`config.mk`:
```
export PLATFORM = sky130hd
export DESIGN_NAME = hf_block_mover
export DESIGN_NICKNAME = d
export VERILOG_FILES = /design/src/rtl/hf_mover_pkg.sv /design/src/rtl/hf_skid2.sv /design/src/rtl/hf_block_mover.sv
export SDC_FILE = /design/constraint.sdc
export NUM_CORES = 1
export LEC_CHECK = 0
export CORE_MARGIN = 4
export CORE_UTILIZATION = 62
export DETAILED_ROUTE_END_ITERATION = 8
export DONT_BUFFER_PORTS = 1
export PLACE_DENSITY = 0.78
export SETUP_SLACK_MARGIN = 0.1
export SLEW_MARGIN = 10
export SYNTH_ARGS = -nofsm -noshare
export SYNTH_HDL_FRONTEND = slang
export SYNTH_HIERARCHICAL = 1
export SYNTH_SLANG_ARGS = --single-unit
```
`constraint.sdc`:
```
create_clock -name CLK -period 4.3 [get_ports CLK]
set_input_delay 1.075 -clock CLK [delete_from_list [all_inputs] [get_ports CLK]]
set_output_delay 1.075 -clock CLK [all_outputs]
set_load 0.01 [all_outputs]
```
`src/rtl/hf_mover_pkg.sv`:
```
// Shared types and constants for the block mover.
// Covers the FSM states, datapath widths, mode encodings and the ANCILL status word layout.
package hf_mover_pkg;
    localparam int ADDR_W   = 9;
    localparam int COUNT_W  = 6;
    localparam int DATA_W   = 32;
    localparam int ANCILL_W = 25;

    typedef enum logic [1:0] {
        ST_IDLE  = 2'd0,
        ST_XFER  = 2'd1,
        ST_FLUSH = 2'd2
    } state_e;

    localparam logic [1:0] MODE_HALT = 2'b00;
    localparam logic [1:0] MODE_RX   = 2'b01;
    localparam logic [1:0] MODE_TX   = 2'b10;

    localparam int ANC_SECT_LSB = 23;
    localparam int ANC_TX_BIT   = 22;
    localparam int ANC_ADDR_LSB = 13;
    localparam int ANC_CNT_LSB  = 7;

    function automatic logic [ANCILL_W-1:0] pack_ancill(
        input logic [1:0]         sect,
        input logic               tx,
        input logic [ADDR_W-1:0]  addr,
        input logic [COUNT_W-1:0] cnt
    );
        logic [ANCILL_W-1:0] a;
        a = '0;
        a[ANC_SECT_LSB +: 2]       = sect;
        a[ANC_TX_BIT]              = tx;
        a[ANC_ADDR_LSB +: ADDR_W]  = addr;
        a[ANC_CNT_LSB +: COUNT_W]  = cnt;
        return a;
    endfunction
endpackage

```
`src/rtl/hf_skid2.sv`:
```
// Two-entry FIFO for buffer read data on its way to the TX device.
// A flush empties it in one cycle; ent0 is always the head.
module hf_skid2 import hf_mover_pkg::*; (
    input  logic              CLK,
    input  logic              RST,
    input  logic              flush_i,
    input  logic              push_i,
    input  logic [DATA_W-1:0] push_data_i,
    input  logic              pop_i,
    output logic              valid_o,
    output logic [DATA_W-1:0] data_o,
    output logic [1:0]        occ_o
);
    logic [DATA_W-1:0] ent0_q, ent0_d, ent1_q, ent1_d;
    logic [1:0]        occ_q, occ_d;

    always_comb begin
        ent0_d = ent0_q;
        ent1_d = ent1_q;
        occ_d  = occ_q;
        if (flush_i) begin
            occ_d = 2'd0;
        end else begin
            case ({push_i, pop_i})
                2'b10: begin
                    if (occ_q == 2'd0) ent0_d = push_data_i;
                    else               ent1_d = push_data_i;
                    occ_d = occ_q + 2'd1;
                end
                2'b01: begin
                    ent0_d = ent1_q;
                    occ_d  = occ_q - 2'd1;
                end
                2'b11: begin
                    if (occ_q == 2'd2) begin
                        ent0_d = ent1_q;
                        ent1_d = push_data_i;
                    end else begin
                        ent0_d = push_data_i;
                    end
                end
                default: ;
            endcase
        end
    end

    always_ff @(posedge CLK) begin
        if (RST) begin
            ent0_q <= '0;
            ent1_q <= '0;
            occ_q  <= 2'd0;
        end else begin
            ent0_q <= ent0_d;
            ent1_q <= ent1_d;
            occ_q  <= occ_d;
        end
    end

    assign valid_o = (occ_q != 2'd0);
    assign data_o  = ent0_q;
    assign occ_o   = occ_q;
endmodule

```
`src/rtl/hf_block_mover.sv`:
```
// Moves a block of words between the packet buffer and a device port (RX or TX).
// Status (count, flags, ANCILL) is held from the end of a transfer until the next accepted issue.
module hf_block_mover import hf_mover_pkg::*; (
    input  logic                CLK,
    input  logic                RST,
    input  logic                BLCK_ISSUE,
    input  logic [ADDR_W-1:0]   BLCK_START,
    input  logic [COUNT_W-1:0]  BLCK_COUNT_REQ,
    input  logic [1:0]          BLCK_SECTION,
    input  logic [1:0]          MVBLCK_MODE,
    output logic                BLCK_WORKING,
    output logic [COUNT_W-1:0]  BLCK_COUNT_SENT,
    output logic                BLCK_IRQ,
    output logic                BLCK_ABRUPT_STOP,
    output logic                BLCK_FRDRAM_DEVERR,
    output logic [ANCILL_W-1:0] BLCK_ANCILL,
    output logic [ADDR_W-1:0]   BUF_ADDR,
    output logic                BUF_RE,
    output logic                BUF_WE,
    output logic [DATA_W-1:0]   BUF_WDATA,
    input  logic [DATA_W-1:0]   BUF_RDATA,
    input  logic                RX_VALID,
    input  logic [DATA_W-1:0]   RX_DATA,
    input  logic                RX_EOP,
    output logic                RX_READY,
    output logic                TX_VALID,
    output logic [DATA_W-1:0]   TX_DATA,
    input  logic                TX_READY,
    input  logic                DEV_ABORT,
    input  logic                DEV_ERR
);
    state_e             state_q, state_d;
    logic [1:0]         mode_q, sect_q;
    logic [COUNT_W-1:0] req_q, cnt_q, rd_cnt_q;
    logic [ADDR_W-1:0]  addr_q;
    logic               rd_pend_q, irq_q, abrt_q, deverr_q;

    logic               in_xfer, is_rx, is_tx, issue_ok, stop_req;
    logic               rx_ready, tx_valid, buf_re, working;
    logic               rx_fire, tx_fire, moved, last_word, eop_hit, done;
    logic               fifo_vld, fifo_push, fifo_flush, pop_est;
    logic [DATA_W-1:0]  fifo_data;
    logic [1:0]         fifo_occ;
    logic [2:0]         credit;

    assign in_xfer  = (state_q == ST_XFER);
    assign is_rx    = (mode_q == MODE_RX);
    assign is_tx    = (mode_q == MODE_TX);
    assign issue_ok = (state_q == ST_IDLE) & BLCK_ISSUE &
                      ((MVBLCK_MODE == MODE_RX) | (MVBLCK_MODE == MODE_TX));
    assign stop_req = in_xfer & (DEV_ABORT | DEV_ERR | (MVBLCK_MODE != mode_q));

    assign rx_fire   = rx_ready & RX_VALID;
    assign tx_fire   = tx_valid & TX_READY;
    assign moved     = rx_fire | tx_fire;
    assign last_word = moved & ((cnt_q + COUNT_W'(1)) == req_q);
    assign eop_hit   = rx_fire & RX_EOP;
    assign done      = last_word | eop_hit;

    // Occupancy net of this cycle's pop, so a read can be issued every cycle while the device drains.
    assign pop_est = fifo_vld & TX_READY;
    assign credit  = {1'b0, fifo_occ} - {2'b00, pop_est} + {2'b00, rd_pend_q};

    assign fifo_push  = rd_pend_q & in_xfer & ~stop_req;
    assign fifo_flush = ~in_xfer | stop_req;

    hf_skid2 u_txq (
        .CLK         (CLK),
        .RST         (RST),
        .flush_i     (fifo_flush),
        .push_i      (fifo_push),
        .push_data_i (BUF_RDATA),
        .pop_i       (tx_fire),
        .valid_o     (fifo_vld),
        .data_o      (fifo_data),
        .occ_o       (fifo_occ)
    );

    always_ff @(posedge CLK) begin
        if (RST) state_q <= ST_IDLE;
        else     state_q <= state_d;
    end

    always_comb begin
        state_d = state_q;
        case (state_q)
            ST_IDLE:  if (issue_ok) state_d = (BLCK_COUNT_REQ == '0) ? ST_FLUSH : ST_XFER;
            ST_XFER: begin
                if (stop_req)  state_d = ST_FLUSH;
                else if (done) state_d = ST_IDLE;
            end
            ST_FLUSH: state_d = ST_IDLE;
            default:  state_d = ST_IDLE;
        endcase
    end

    always_comb begin
        working  = 1'b0;
        rx_ready = 1'b0;
        tx_valid = 1'b0;
        buf_re   = 1'b0;
        case (state_q)
            ST_XFER: begin
                working  = 1'b1;
                rx_ready = is_rx & ~stop_req;
                tx_valid = is_tx & ~stop_req & fifo_vld;
                buf_re   = is_tx & ~stop_req & (rd_cnt_q < req_q) & (credit < 3'd2);
            end
            ST_FLUSH: working = 1'b1;
            default: ;
        endcase
    end

    always_ff @(posedge CLK) begin
        if (RST) begin
            mode_q    <= MODE_HALT;
            sect_q    <= 2'b00;
            req_q     <= '0;
            addr_q    <= '0;
            cnt_q     <= '0;
            rd_cnt_q  <= '0;
            rd_pend_q <= 1'b0;
            irq_q     <= 1'b0;
            abrt_q    <= 1'b0;
            deverr_q  <= 1'b0;
        end else begin
            rd_pend_q <= buf_re;
            if (issue_ok) begin
                mode_q   <= MVBLCK_MODE;
                sect_q   <= BLCK_SECTION;
                req_q    <= BLCK_COUNT_REQ;
                addr_q   <= BLCK_START;
                cnt_q    <= '0;
                rd_cnt_q <= '0;
                irq_q    <= 1'b0;
                abrt_q   <= 1'b0;
                deverr_q <= 1'b0;
            end else begin
                if (moved)            cnt_q    <= cnt_q + COUNT_W'(1);
                if (rx_fire | buf_re) addr_q   <= addr_q + ADDR_W'(1);
                if (buf_re)           rd_cnt_q <= rd_cnt_q + COUNT_W'(1);
                if (eop_hit)          irq_q    <= 1'b1;
                if (stop_req) begin
                    abrt_q   <= 1'b1;
                    deverr_q <= DEV_ERR;
                end
            end
        end
    end

    assign BLCK_WORKING       = working;
    assign BLCK_COUNT_SENT    = cnt_q;
    assign BLCK_IRQ           = irq_q;
    assign BLCK_ABRUPT_STOP   = abrt_q;
    assign BLCK_FRDRAM_DEVERR = deverr_q;
    assign BLCK_ANCILL        = pack_ancill(sect_q, mode_q[1], addr_q, req_q);
    assign BUF_ADDR           = addr_q;
    assign BUF_RE             = buf_re;
    assign BUF_WE             = rx_fire;
    assign BUF_WDATA          = rx_fire ? RX_DATA : '0;
    assign RX_READY           = rx_ready;
    assign TX_VALID           = tx_valid;
    assign TX_DATA            = tx_valid ? fifo_data : '0;
endmodule

```
==> flow_summary.json, run 1 <==
{
  "fin_nets": 765,
  "cap_violations": 0,
  "insertion_delay_ns": 0.37,
  "grt_use_total": 0.275,
  "pre_cts_ws_ns": 0.624,
  "final_cell_mix": "dfxtp_1, a21oi_1, o21ai_0, nand3_1, and2_1",
  "setup_tns_ns": 0,
  "max_freq_mhz": 265,
  "port_buffers": 0,
  "drt_iter0_markers": 518,
  "grt_pass1_wl_um": 24900,
  "async_flop_share": 0,
  "path_class": "reg2out",
  "grt-ovfl-total": 0,
  "cts_tree": "done",
  "hpwl_um": 10400,
  "drc": 0,
  "rsz0062_at_grt": "false",
  "hold_viol_final": 0,
  "status": "finished, final reports clean",
  "die_y_um": 105,
  "cts_buffer_depth": 2,
  "fp-row-count": 35,
  "via_per_inst": 6.62,
  "ant_nets": 0,
  "antenna_found_initial": 4,
  "fin_crit_sh": 0.878,
  "p_per_area_mw_per_mm2": 318,
  "setup_violations": 0,
  "top_layer": "met5",
  "synth_cells": 703,
  "worst_setup_path_end_kind": "output pin",
  "crit_arrival_ns": 2.70,
  "dr_total_vias": 5137,
  "clockRootBuffer": "clkbuf_8",
  "yosysSeqAreaShare": 0.354,
  "holdBufCountCts": 0,
  "synth_edf_count": 0,
  "synth-main-ff-cell": "dfxtp_1",
  "drt-total-wl_um": 15800,
  "timing.hold.ws_ns": 0.477,
  "yosysTopAreaCell": "dfxtp_1",
  "min_period_ns": 3.78,
  "grt_pass1_vias": 4918,
  "cts_htree_levels": 3,
  "cts_made_buffers": 9,
  "ir_worst_vdd_uv": 229,
  "place_congestion": 0.897,
  "die_w_um": 105,
  "crit_path_start_kind": "flip-flop",
  "synth.avg_cell_area_um2": 8.29,
  "maxSlewHeadroom": 0.359,
  "wl_per_cell_um": 20.3,
  "drive_gt1_frac": 0.121,
  "grt_start_max_net_pins": 90,
  "yosysWarnings": 6,
  "m1WireLength_um": 6260,
  "yosysTopAreaCellShare": 0.354,
  "synth-seq-cells": 103,
  "ioPinCount": 203,
  "dr_wl_met2_um": 7640,
  "first_pass_iters": 6,
  "worstMarginPinSlew_ns": 0.961,
  "yosysUniqueCellTypes": 55,
  "dieArea_mm2": 0.0110,
  "final_max_slew_viol_count": 0,
  "wl_met3_um": 1510,
  "netlist_area_mm2": 0.00583,
  "cts.repair.resized": 0,
  "start_util": 0.634,
  "area_growth_pct": 1.29,
  "final.setup_skew_ns": 0.0166,
  "cp_max_fo": 10,
  "clock_sinks": 103,
  "core-area_mm2": 0.00920,
  "p_leak_nw": 1.99,
  "holdCritPathClass": "reg2reg",
  "fin_ws_ns": 0.523,
  "crit_required_ns": 3.22,
  "layout_commonest_cell": "dfxtp_1",
  "post_cts_buffers": 0,
  "clkTransAtPathRegs_ns": 0.10,
  "netlist_top_cells_area": "dfxtp_1, a311oi_2, a21oi_1"
}
-- flip-flops by register name, summed over array words and instances, names as in the netlist --
signal              count
u_txq/data_o           32
u_txq/ent1_q           32
BUF_ADDR                9
BLCK_COUNT_SENT         6
rd_cnt_q                6
req_q                   6
mode_q                  2
sect_q                  2
state_q                 2
u_txq/occ_o             2
BLCK_ABRUPT_STOP        1
BLCK_FRDRAM_DEVERR      1
BLCK_IRQ                1
rd_pend_q               1
-- cell type report --
| cell class | instances | area, um2 |
|---|---|---|
| Antenna cell | 2 | 5.00 |
| Clock buffer | 9 | 124 |
| Clock inverter | 7 | 80.1 |
| Fill cell | 809 | 3290 |
| Inverter | 16 | 60.1 |
| Multi-Input combinational cell | 514 | 3320 |
| Sequential cell | 103 | 2060 |
| Tap cell | 111 | 139 |
| Timing Repair Buffer | 14 | 118 |
-- report_power, final --
part	internal (W)	total (W)	switching, W
Combinational	0.0000786	0.000202	0.000123
Clock	0.000277	0.000629	0.000352
Sequential	0.000986	0.00104	0.0000584
-- per-stage QoR --
stage	cell area, um2	utilization	total power, W	std cells
3_5_place_dp	5700	0.619	0.00127	758
6_report	5900	0.642	0.00188	776
5_1_grt	5900	0.642	0.00195	776
3_3_place_gp	5700	0.619	0.00125	758
2_1_floorplan	5850	-	0.00125	709
4_1_cts	5900	0.641	0.00189	774
-- critical path, cell delays in order (launching register included) --
cell	delay [ns]
dfxtp_1	0.44
or2_2	0.37
and2_1	0.15
ha_1	0.26
nand2b_1	0.16
fa_1	0.38
xnor2_1	0.16
nand4b_1	0.16
a211oi_4	0.27
-- synthesized netlist by cell type (all sizes together) (3+ instances only) --
library cell / instances
a211oi: 7
a21oi: 88
a311oi: 32
and2: 69
buf: 52
clkbuf: 24
dfxtp: 103
ha: 15
inv: 16
mux2i: 3
nand2: 32
nand2b: 3
nand3: 74
nand4: 5
nor2: 30
nor3: 8
nor3b: 4
o21ai: 76
o31ai: 3
or2: 4
xnor2: 12
xor2: 14
-- metal layers --
metal / global-route usage / vias up
met5: 0 / -
met4: 0.0984 / 4
met3: 0.0920 / 30
met2: 0.435 / 250
met1: 0.349 / 2471
li1: - / 2382
-- path summary, 6_finish.rpt --
check,from,endpoint,slack (ns),cells after the start
worst min-delay path,u_txq/ent1_q[27],u_txq/ent1_q[27],0.48,2
worst min register to register,u_txq/ent1_q[27],u_txq/ent1_q[27],0.48,2
worst max register to register,u_txq/occ_o[1],BUF_ADDR[4],1.04,12
worst max-delay path,u_txq/occ_o[1],BUF_RE,0.52,8
-- cells by family (layout without fill, tap and decap cells) --
logic type | count (synthesis) | in the layout | synth area share
XOR/XNOR | 26 | 26 | 0.0404
other | 1 | 9 | 0.000643
AO/OA/AOI/OAI | 218 | 218 | 0.255
adder cells (fa/ha/maj) | 16 | 16 | 0.0356
flip-flops | 103 | 103 | 0.354
buffers and inverters | 92 | 46 | 0.0844
AND/OR/NAND/NOR | 243 | 243 | 0.223
multiplexers | 4 | 4 | 0.00708
No activity file was read; power rests on OpenSTA's default activity.
==> run 2, diff against run 1 <==
CORE_UTILIZATION = 46   (was 62)
DONT_BUFFER_PORTS = not set   (was 1)
PLACE_DENSITY = 0.81   (was 0.78)
==> run 2 against run 1 <==
Against the previous run: clock power rose by 28%; sequential power barely moved; maximum frequency shrank 7.6%; via count up 15%; power up 20%; flip-flop and latch count unchanged.
==> flow_summary.json, run 2 (same netlist as run 1, synthesis figures left out) <==
{
  "multi_input_comb_area_mm2": 0.00334,
  "max_freq_mhz": 245,
  "grt_pass1_wl_um": 30000,
  "cap_violations": 0,
  "top_layer": "met4",
  "critPathMostFrequentCell": "clkdlybuf4s50_1",
  "fin_crit_sh": 0.951,
  "critPathSlowestCell": "clkdlybuf4s50_1",
  "hpwl_um": 13500,
  "die_y_um": 121,
  "holdBufCountCts": 0,
  "holdPathEnd": "BLCK_ABRUPT_STOP",
  "worst_setup_path_end_kind": "output pin",
  "min_period_ns": 4.09,
  "drive_gt1_frac": 0.110,
  "grt_use_total": 0.255,
  "dr_wl_met2_um": 9900,
  "via_per_inst": 5.68,
  "fin_nets": 969,
  "wl_met3_um": 1570,
  "layout_commonest_cell": "clkdlybuf4s50_1",
  "rsz0062_at_grt": "false",
  "setup_tns_ns": 0,
  "final_cell_mix": "clkdlybuf4s50_1, dfxtp_1, a21oi_1, o21ai_0, nand3_1",
  "grt_start_max_net_pins": 59,
  "combPwrFrac": 0.187,
  "dieArea_mm2": 0.0145,
  "p_per_area_mw_per_mm2": 276,
  "placed_area_mm2": 0.00780,
  "r2r-start": "u_txq/occ_o[1]",
  "area_growth_pct": 39.6,
  "status": "finished, final reports clean",
  "seq_area_mm2": 0.00206,
  "m1WireLength_um": 7000,
  "fin_cells": 1041,
  "cts_made_buffers": 9,
  "core-area_mm2": 0.0122,
  "r2r_cells": 13,
  "power_switching_w": 0.000626,
  "p_leak_nw": 2.83,
  "clkTransAtPathRegs_ns": 0.07,
  "ioPinCount": 203,
  "drt-total-wl_um": 19000,
  "final_max_slew_viol_count": 0,
  "r2r-end": "BUF_ADDR[2]",
  "worstPathCellList": "clkdlybuf4s50_1 -> and4b_1 -> nand3_2 -> nor2_4 -> buf_12 -> and2_1 -> clkdlybuf4s50_1",
  "drt_iter0_markers": 525,
  "antenna_found_initial": 6,
  "grt_pass1_vias": 5908,
  "cts_buffer_depth": 2,
  "cp_max_fo": 34,
  "hp-start": "BLCK_ABRUPT_STOP",
  "sw_frac_of_total": 0.278,
  "first_pass_iters": 5,
  "dr_total_vias": 5917,
  "place_congestion": 0.853,
  "hold_viol_final": 0,
  "cts_tree": "done",
  "ir_worst_vdd_uv": 175,
  "insertion_delay_ns": 0.34,
  "worstMarginPinSlew_ns": 0.737,
  "ant_nets": 0,
  "setup_violations": 0,
  "fp-row-count": 40,
  "final.setup_skew_ns": 0.0101,
  "holdCritPathClass": "reg2reg",
  "drc": 0,
  "fillers": 1008,
  "dp.cells": 1018,
  "clockRootBuffer": "clkbuf_16",
  "wl_per_cell_um": 18.3,
  "path_class": "in2out",
  "start_util": 0.477,
  "crit_required_ns": 3.22,
  "critPathBufInv": 3,
  "holdPathStages": 2,
  "internal_power_w": 0.00162,
  "power_frac_seq": 0.456,
  "cpPeakStageDelay_ns": 0.54,
  "die_w_um": 121,
  "port_buffers": 195,
  "crit_path_start_kind": "input pin",
  "p_clk_frac": 0.357,
  "regToRegSetupSlack_ns": 1.07,
  "clock_sinks": 103,
  "grt-ovfl-total": 0,
  "final_area_mm2": 0.00814,
  "maxSlewHeadroom": 0.509,
  "crit_arrival_ns": 3.01,
  "cts_htree_levels": 3,
  "path_delay_family": "buffers and inverters"
}
==> run 2: cell type report <==
type                       count  area share
multi-input combinational    514       0.411
timing repair buffer         218       0.265
sequential                   103       0.253
clock buffer                  10      0.0294
tap                          168      0.0258
inverter                      16     0.00738
clock inverter                 6     0.00646
antenna                        6     0.00184
==> run 2: worst max path at each step <==
stage,cells past startpoint,slack [ns],from,end
finish,7,0.21,MVBLCK_MODE[1],TX_DATA[30]
global route,7,0.11,MVBLCK_MODE[1],TX_DATA[13]
CTS,7,0.13,MVBLCK_MODE[0],BUF_WDATA[3]
detailed placement,9,-0.41,TX_READY,BUF_RE
global placement,9,-0.35,TX_READY,BUF_RE
floorplan,8,0.52,TX_READY,BUF_RE
==> run 2: metrics by stage <==
stage          utilization  power (W)  worst slack (ns)  hold WS (ns)
2_1_floorplan            -    0.00125             0.524         0.450
3_3_place_gp         0.639    0.00145            -0.347         0.442
3_5_place_dp         0.639    0.00146            -0.409         0.444
4_1_cts              0.664    0.00225             0.125         0.455
5_1_grt              0.666    0.00234             0.106         0.476
6_report             0.666    0.00225             0.210         0.453
==> run 2: layer usage <==
| metal | vias to the layer above | GRT usage |
|---|---|---|
| li1 | 2799 | - |
| met4 | 0 | 0.147 |
| met3 | 28 | 0.0491 |
| met5 | - | 0 |
| met1 | 2779 | 0.281 |
| met2 | 311 | 0.455 |
==> run 2: power groups by stage <==
stage / Combinational, W / Clock (W) / Sequential (W)
after floorplan: 0.000209 / 0 / 0.00104
after global placement: 0.000404 / 0 / 0.00104
after detailed placement: 0.000414 / 0 / 0.00105
after CTS: 0.000418 / 0.000814 / 0.00102
after global routing: 0.000452 / 0.000860 / 0.00103
final: 0.000421 / 0.000802 / 0.00102
==> run 2: repair_timing <==
item / 4_1_cts / 5_1_grt
gates resized for setup: 7 / 5
setup buffers: 1 / 0
endpoints found under the setup margin: 1 / 65
pin swaps: 4 / 2
==> run 2: worst min-delay path, stage by stage (launching register included) <==
cell and delay [ns]:
dfxtp_1 0.31, inv_1 0.05, a21oi_1 0.05
